[src/rtl/pid_output_processor.sv]
// Turns signed per-channel PID results into saturated, deadbanded PWM duty/direction
// pairs with double-buffered period updates, a reversal dead period and a per-channel watchdog.
module pid_output_processor #(
    parameter int DATA_WIDTH  = 16,
    parameter int NUM_CHN     = 4,
    parameter int CHN_WIDTH   = 3,
    parameter int PWM_PERIOD  = 1024,
    parameter int DUTY_MAX    = 1023,
    parameter int DEADBAND    = 8,
    parameter int TIMEOUT_CYC = 216000
) (
    input  logic                  clk,
    input  logic                  rst,
    input  logic                  data_valid_o,
    input  logic [CHN_WIDTH-1:0]  data_chn_o,
    input  logic [DATA_WIDTH-1:0] data_out_o,
    output logic                  out_ready_o,
    output logic [NUM_CHN-1:0]    pwm_o,
    output logic [NUM_CHN-1:0]    dir_o,
    output logic [NUM_CHN-1:0]    timeout_o,
    output logic                  chn_err_o
);

    localparam int CNT_W = (PWM_PERIOD > 1) ? $clog2(PWM_PERIOD) : 1;
    localparam int WD_W  = $clog2(TIMEOUT_CYC + 1);

    localparam logic [CNT_W-1:0]      L_LAST       = CNT_W'(PWM_PERIOD - 1);
    localparam logic [CNT_W-1:0]      L_DUTY_MAX   = CNT_W'(DUTY_MAX);
    localparam logic [CNT_W-1:0]      L_DEADBAND   = CNT_W'(DEADBAND);
    localparam logic [DATA_WIDTH:0]   L_DUTY_MAX_X = (DATA_WIDTH + 1)'(DUTY_MAX);
    localparam logic [WD_W-1:0]       L_TIMEOUT    = WD_W'(TIMEOUT_CYC);
    localparam logic [WD_W-1:0]       L_TIMEOUT_M1 = WD_W'(TIMEOUT_CYC - 1);

    logic [CNT_W-1:0]      r_pwmCnt;
    logic                  r_s1Valid;
    logic [CHN_WIDTH-1:0]  r_s1Chn;
    logic [DATA_WIDTH-1:0] r_s1Data;
    logic                  r_chnErr;

    logic [CNT_W-1:0]      r_shadowDuty [NUM_CHN];
    logic [CNT_W-1:0]      r_activeDuty [NUM_CHN];
    logic [WD_W-1:0]       r_wdCnt      [NUM_CHN];
    logic [NUM_CHN-1:0]    r_shadowDir;
    logic [NUM_CHN-1:0]    r_activeDir;
    logic [NUM_CHN-1:0]    r_revPend;
    logic [NUM_CHN-1:0]    r_timeout;
    logic [NUM_CHN-1:0]    r_pwm;
    logic [NUM_CHN-1:0]    r_dir;

    logic                  w_transfer;
    logic                  w_inRange;
    logic                  w_neg;
    logic [DATA_WIDTH:0]   w_signedExt;
    logic [DATA_WIDTH:0]   w_abs;
    logic [CNT_W-1:0]      w_mag;
    logic                  w_inDeadband;
    logic [NUM_CHN-1:0]    w_wrHit;

    assign w_transfer  = (r_pwmCnt == L_LAST);
    assign out_ready_o = ~rst & ~w_transfer;

    // One extra bit keeps the most negative input representable after negation.
    assign w_inRange    = ({1'b0, r_s1Chn} < (CHN_WIDTH + 1)'(NUM_CHN));
    assign w_neg        = r_s1Data[DATA_WIDTH-1];
    assign w_signedExt  = {r_s1Data[DATA_WIDTH-1], r_s1Data};
    assign w_abs        = w_neg ? -w_signedExt : w_signedExt;
    assign w_mag        = (w_abs > L_DUTY_MAX_X) ? L_DUTY_MAX : w_abs[CNT_W-1:0];
    assign w_inDeadband = (w_mag < L_DEADBAND);

    always_comb begin
        w_wrHit = '0;
        for (int ch = 0; ch < NUM_CHN; ch++) begin
            w_wrHit[ch] = r_s1Valid && w_inRange && (r_s1Chn == CHN_WIDTH'(ch));
        end
    end

    always_ff @(posedge clk) begin
        if (rst) begin
            r_pwmCnt  <= '0;
            r_s1Valid <= 1'b0;
            r_s1Chn   <= '0;
            r_s1Data  <= '0;
            r_chnErr  <= 1'b0;
        end else begin
            r_pwmCnt  <= w_transfer ? '0 : r_pwmCnt + CNT_W'(1);
            r_s1Valid <= data_valid_o && out_ready_o;
            if (data_valid_o && out_ready_o) begin
                r_s1Chn  <= data_chn_o;
                r_s1Data <= data_out_o;
            end
            r_chnErr  <= r_s1Valid && !w_inRange;
        end
    end

    // A stage-2 write outranks a same-cycle watchdog expiry; the transfer samples pre-edge shadow.
    always_ff @(posedge clk) begin
        if (rst) begin
            for (int ch = 0; ch < NUM_CHN; ch++) begin
                r_shadowDuty[ch] <= '0;
                r_activeDuty[ch] <= '0;
                r_wdCnt[ch]      <= '0;
            end
            r_shadowDir <= '0;
            r_activeDir <= '0;
            r_revPend   <= '0;
            r_timeout   <= '0;
            r_pwm       <= '0;
            r_dir       <= '0;
        end else begin
            for (int ch = 0; ch < NUM_CHN; ch++) begin
                if (w_wrHit[ch]) begin
                    r_shadowDuty[ch] <= w_inDeadband ? '0 : w_mag;
                    if (!w_inDeadband) begin
                        r_shadowDir[ch] <= w_neg;
                    end
                    r_wdCnt[ch]   <= '0;
                    r_timeout[ch] <= 1'b0;
                end else if (r_wdCnt[ch] != L_TIMEOUT) begin
                    r_wdCnt[ch] <= r_wdCnt[ch] + WD_W'(1);
                    if (r_wdCnt[ch] == L_TIMEOUT_M1) begin
                        r_shadowDuty[ch] <= '0;
                        r_timeout[ch]    <= 1'b1;
                    end
                end

                if (w_transfer) begin
                    if (!r_revPend[ch] && (r_shadowDir[ch] != r_activeDir[ch]) &&
                        (r_activeDuty[ch] != '0)) begin
                        r_activeDuty[ch] <= '0;
                        r_revPend[ch]    <= 1'b1;
                    end else begin
                        r_activeDuty[ch] <= r_shadowDuty[ch];
                        r_activeDir[ch]  <= r_shadowDir[ch];
                        r_revPend[ch]    <= 1'b0;
                    end
                end

                r_pwm[ch] <= (r_pwmCnt < r_activeDuty[ch]);
                r_dir[ch] <= r_activeDir[ch];
            end
        end
    end

    assign pwm_o     = r_pwm;
    assign dir_o     = r_dir;
    assign timeout_o = r_timeout;
    assign chn_err_o = r_chnErr;

endmodule

[config.mk]
export PLATFORM = sky130hd
export DESIGN_NAME = pid_output_processor
export DESIGN_NICKNAME = d
export VERILOG_FILES = /design/src/rtl/pid_output_processor.sv
export SDC_FILE = /design/constraint.sdc
export NUM_CORES = 1
export LEC_CHECK = 0
export BUFFER_PORTS_ARGS = -buffer_cell sky130_fd_sc_hd__buf_2
export CORE_MARGIN = 8
export CORE_UTILIZATION = 62
export DETAILED_ROUTE_END_ITERATION = 6
export GPL_TIMING_DRIVEN = 0
export PLACE_DENSITY = 0.91
export SLEW_MARGIN = 20
export SYNTH_ARGS = -nofsm -noshare
export SYNTH_HDL_FRONTEND = slang
export SYNTH_SLANG_ARGS = --single-unit
[constraint.sdc]
create_clock -name clk -period 6.34 [get_ports clk]
set_input_delay 0.634 -clock clk [delete_from_list [all_inputs] [get_ports clk]]
set_output_delay 0.634 -clock clk [all_outputs]
set_load 0.01 [all_outputs]
After elaboration in Yosys (flattened, before gate mapping)
Memory sizes are Yosys's and may differ from the RTL's.
Cells that the tools add are included.
{"block": "totals", "ram_bits": 152, "elab_cells": 235, "input_bits": 22, "memories": 3, "reg_bits": 55, "out_inout_bits": 14}
{"block": "op_classes", "n_eq_ne": 16, "n_reduce_logical": 42, "n_lt_le_gt_ge": 7, "mux": 109, "add_sub_neg": 6, "bitwise": 32}
{"name": "r_wdCnt", "depth": 4, "width": 18, "rd": 4, "rd_clocked_by_memory_dff": 0, "wr": 4, "line": "42", "source": "logic [WD_W-1:0] r_wdCnt [NUM_CHN];"}
{"name": "r_activeDuty", "depth": 4, "width": 10, "rd": 4, "rd_clocked_by_memory_dff": 0, "wr": 4, "line": "41", "source": "logic [CNT_W-1:0] r_activeDuty [NUM_CHN];"}
{"name": "r_shadowDuty", "depth": 4, "width": 10, "rd": 4, "rd_clocked_by_memory_dff": 0, "wr": 4, "line": "40", "source": "logic [CNT_W-1:0] r_shadowDuty [NUM_CHN];"}
{"cell": "$mux 10", "n": 18}
{"cell": "$mux 18", "n": 8}
{"cell": "$mux 1", "n": 82}
{"cell": "$add 18x1->18 const B", "n": 4}
{"cell": "$eq 18x18->1 const B", "n": 4}
{"cell": "$ne 18x18->1 const B", "n": 4}
{"cell": "$lt 10x10->1", "n": 4}
{"cell": "$reduce_bool 10->1", "n": 4}
{"cell": "$or 1x1->1", "n": 24}
{"cell": "$reduce_and 2->1", "n": 12}
{"cell": "$gt 17x10->1 const B", "n": 1}
{"cell": "$mux 17", "n": 1}
{"cell": "$neg 17->17", "n": 1}
{"cell": "$logic_and 1x1->1", "n": 15}
{"cell": "$add 10x1->10 const B", "n": 1}
{"cell": "$eq 10x10->1 const B", "n": 1}
{"cell": "$lt 10x4->1 const B", "n": 1}
{"cell": "$reduce_or 2->1", "n": 5}
{"cell": "$not 1->1", "n": 7}
{"cell": "$eq 3x2->1 const B", "n": 2}
{"cell": "$logic_not 1->1", "n": 5}
{"cell": "$ne 1x1->1", "n": 4}
{"cell": "$eq 3x1->1 const B", "n": 1}
{"cell": "$logic_not 3->1", "n": 1}
{"cell": "other kinds (2)", "n": 2}

Logic depth before layout (Yosys ltp)
{"block": "depth", "ltp_word": 9, "ltp_mapped": 10, "depth_no_buf": 9}

Worst setup path after synthesis
Ideal clock, no wire load.
{"block": "synth_path", "path_type": "register -> register", "start": "register r_pwmCnt[1]", "end": "memory r_activeDuty[0][0] (netlist bit) (enable)", "required_ns": 5.941, "period_less_slack_ns": 2.679, "setup_ns": 0.399, "path_slack_ns": 3.661, "stages_incl_launch_ff": 8, "arrival_ns": 2.280, "n_path_buf": 0, "path_cell_list": "dfxtp_1 -> ha_1 -> nand2_1 -> nor2_1 -> and3_1 -> and3_1 -> nor2_1 -> inv_1"}
{"element": "from (decl)", "line": "34", "source": "logic [CNT_W-1:0] r_pwmCnt;"}
{"element": "from (signal assigned)", "line": "85", "source": "r_pwmCnt <= w_transfer ? '0 : r_pwmCnt + CNT_W'(1);"}
{"element": "to (decl)", "line": "41"}

==> out/qor.csv <==
metric,value,unit
Post-synth EDFFs,152,
"commonest non-fill, non-tap cell in the layout",edfxtp_1,
Die H,145.1,µm
Worst Tran Pin Value,935.3,ps
CP startpoint kind,flip-flop,
"Req. time, crit path",6570,ps
TritonRoute pass-1 iters,5,
vias in the first global route,7466,
antenna violations before repair,1,
I/O Buffers,35,
cell taking the most area after synthesis,edfxtp_1,
setup_tns,0,ps
"commonest non-fill, non-tap cells in the layout","edfxtp_1 (152), nor2_1 (148), inv_1 (79), and3_1 (63), nand2_1 (61)",
normalized max-slew margin,37.07,%
leakage power,4.824,nW
initial DRC count,667,
synthesized netlist cell count,1003,
Starting Density,62.80,%
area of the multi-input gates,0.004245,mm²
hold path depth,3,
core area,0.01647,mm²
distinct cell type count after synthesis,52,
CTS tree,built,
area delta synth->final,11.70,%
crit path DAT,3330,ps
worst r2r src,r_s1Data[5]$_SDFFE_PP0P_,
Synth async-reset ratio,0,%
Post-Syn Area,0.01034,mm²
"Primary FF master, synth",edfxtp_1,
CTS sink count,207,
gpl congestion,0.8645,
Ys Warns,0,
# IOs,36,
# H-tree levels,1,
GR Util All Layers,20.02,%
DRC violation count after routing,0,
synth top area cells,"edfxtp_1 (44%), dfxtp_1 (11%), ha_1 (5.6%)",
# fillers,1100,
Worst R2R Setup Slack,3240,ps
sequential fraction of the synthesis area,54.79,%
Setup-failing EPs final,0,
worst-case reg-to-reg path depth,7,
origin of the worst setup path,r_s1Data[5]$_SDFFE_PP0P_,
minimum hold slack,346.7,ps
largest net degree at the start of global routing,41,
WL/cell,16.47,µm
later-pin clock latency in the skew report,520,ps
Routed Antenna Nets,0,
FF+latch area,0.005665,mm²
clock-pin slew on the worst setup and hold paths,70,ps
die area,0.02107,mm²
total congestion overflow,0,
syn_area_per_cell,10.31,µm²
WS Path Type,reg2reg,
first-pass GRT wire length,35.83,mm
final WL,21.42,mm
outcome,"complete, no violations",
CP max FO,9,
Die Span X,145.1,µm
PwrDens,261.1,mW/mm²
RSZ-0062 raised after global routing,no,
Maximum Capacitance Violations,0,
total CTS buffers,22,
Final Critical Period,3097,ps
CP endpoint kind,flip-flop,
Yosys top cell area share,44.14,%
Via density,5.831,
Synth Register Bits,207,
fmax,322.9,MHz
Slew Limit Fails,0,
Fin. Hold Viols,0,
Max clock buf depth,3,
post-CTS setup buffer count,0,
Hold Path Class,in2reg,
cell row count,47,
critical path endpoint,r_shadowDuty[3][5]$_SDFFCE_PP0P_,
Synth Net Count,1071,
DP Wirelength,14.55,mm
worst vdd ir,230.4,µV
DR vias,7580,
post-CTS sizing,0,
Layout Skew,35.98,ps
Clock Tree Root,clkbuf_16,
Hold Buf Count CTS,0,
final period utilization,48.85,%
share of layout cells above drive strength 1,7.878,%
reg-to-reg endpoint,r_shadowDuty[3][5]$_SDFFCE_PP0P_,
final net count,1131,
## area by class of cell
type,count,area share (%)
Multi-Input combinational cell,683,36.76
Sequential cell,207,49.05
Tap cell,220,2.383
Inverter,80,2.600
Antenna cell,1,0.02167
Buffer,33,1.116
Clock buffer,25,4.951
Timing Repair Buffer,36,1.690
Clock inverter,15,1.430
## how the worst min path moves through the flow
stage,from,endpoint
floorplan,r_pwmCnt[0]$_SDFF_PN0_,r_pwmCnt[0]$_SDFF_PN0_
global placement,timeout_o[0]$_SDFFE_PP0P_,timeout_o[0]$_SDFFE_PP0P_
detailed placement,timeout_o[0]$_SDFFE_PP0P_,timeout_o[0]$_SDFFE_PP0P_
CTS,data_out_o[0],r_s1Data[0]$_SDFFE_PP0P_
global route,data_out_o[3],r_s1Data[3]$_SDFFE_PP0P_
finish,data_out_o[0],r_s1Data[0]$_SDFFE_PP0P_
## power breakdown
part / total (mW) / switching (mW) / internal (mW)
combinational: 0.212 / 0.135 / 0.0771
clock: 1.28 / 0.539 / 0.741
sequential: 1.52 / 0.0346 / 1.49
## flip-flops by register name, summed over array words and instances, names as in the netlist
signal	count
r_s1Data	16
r_s1Chn	3
r_wdCnt	72
r_pwmCnt	10
dir_o	4
pwm_o	4
r_s1Valid	1
r_activeDuty	40
r_revPend	4
r_shadowDir	4
timeout_o	4
r_activeDir	4
r_shadowDuty	40
chn_err_o	1
## metal layers
layer | routed length, µm | part of all wire (%) | up-vias | GRT usage, %
li1 | - | - | 3687 | -
met1 | 9019 | 42 | 3554 | 25.24
met2 | 10520 | 49 | 290 | 33.95
met3 | 1343 | 6.3 | 49 | 2.799
met4 | 532 | 2.5 | 0 | 8.641
met5 | 0 | 0 | - | 0
## cells by family (layout without fill, tap and decap cells)
| group | Yosys count | after routing | share of synthesized area, % |
|---|---|---|---|
| flops | 207 | 207 | 54.79 |
| buf+inv | 113 | 189 | 4.151 |
| compound gates | 103 | 103 | 6.365 |
| simple gates | 451 | 451 | 22.01 |
| mux | 7 | 7 | 0.6777 |
| other cells | 0 | 1 | 0 |
| xor+xnor | 76 | 76 | 6.438 |
| fa+ha+maj | 46 | 46 | 5.566 |
## cells in the mapped netlist (3+ instances only)
| cell type | instances |
|---|---|
| nand4_1 | 18 |
| or3_1 | 13 |
| a21o_1 | 12 |
| or4_1 | 4 |
| o32a_1 | 3 |
| nand2b_1 | 10 |
| a21oi_1 | 19 |
| o21ai_0 | 36 |
| o31ai_1 | 6 |
| edfxtp_1 | 152 |
| xor2_1 | 49 |
| nor2_1 | 148 |
| buf_1 | 5 |
| nand2_1 | 61 |
| o21a_1 | 7 |
| o211ai_1 | 3 |
| mux2i_1 | 7 |
| dfxtp_1 | 55 |
| and2_1 | 11 |
| a311oi_1 | 5 |
| nor3_1 | 15 |
| nand3_1 | 52 |
| nor3b_1 | 3 |
| and3_1 | 63 |
| nor4_1 | 25 |
| ha_1 | 46 |
| clkbuf_1 | 26 |
| xnor2_1 | 27 |
| and4_1 | 3 |
| nor2b_1 | 10 |
| inv_1 | 80 |
## per-stage QoR
step | area, µm² | cells | utilization (%) | total power, mW | worst slack, ps
floorplan | 10340 | 1003 | - | 1.689 | 3661
global placement | 10790 | 1258 | 65.53 | 1.745 | 3076
detailed placement | 10810 | 1259 | 65.65 | 1.757 | 3284
CTS | 11550 | 1299 | 70.13 | 3.024 | 3258
global route | 11550 | 1300 | 70.14 | 3.110 | 2960
finish | 11550 | 1300 | 70.14 | 3.016 | 3243
## critical path: stages, from the launching register on
cell	delay, ps
dfxtp_1	300
buf_2	160
or4_1	620
nor4b_1	380
mux2i_1	230
o31ai_1	140
nor4_1	830
nor2_1	160
Note: power is estimated with default switching activity, not from simulation.
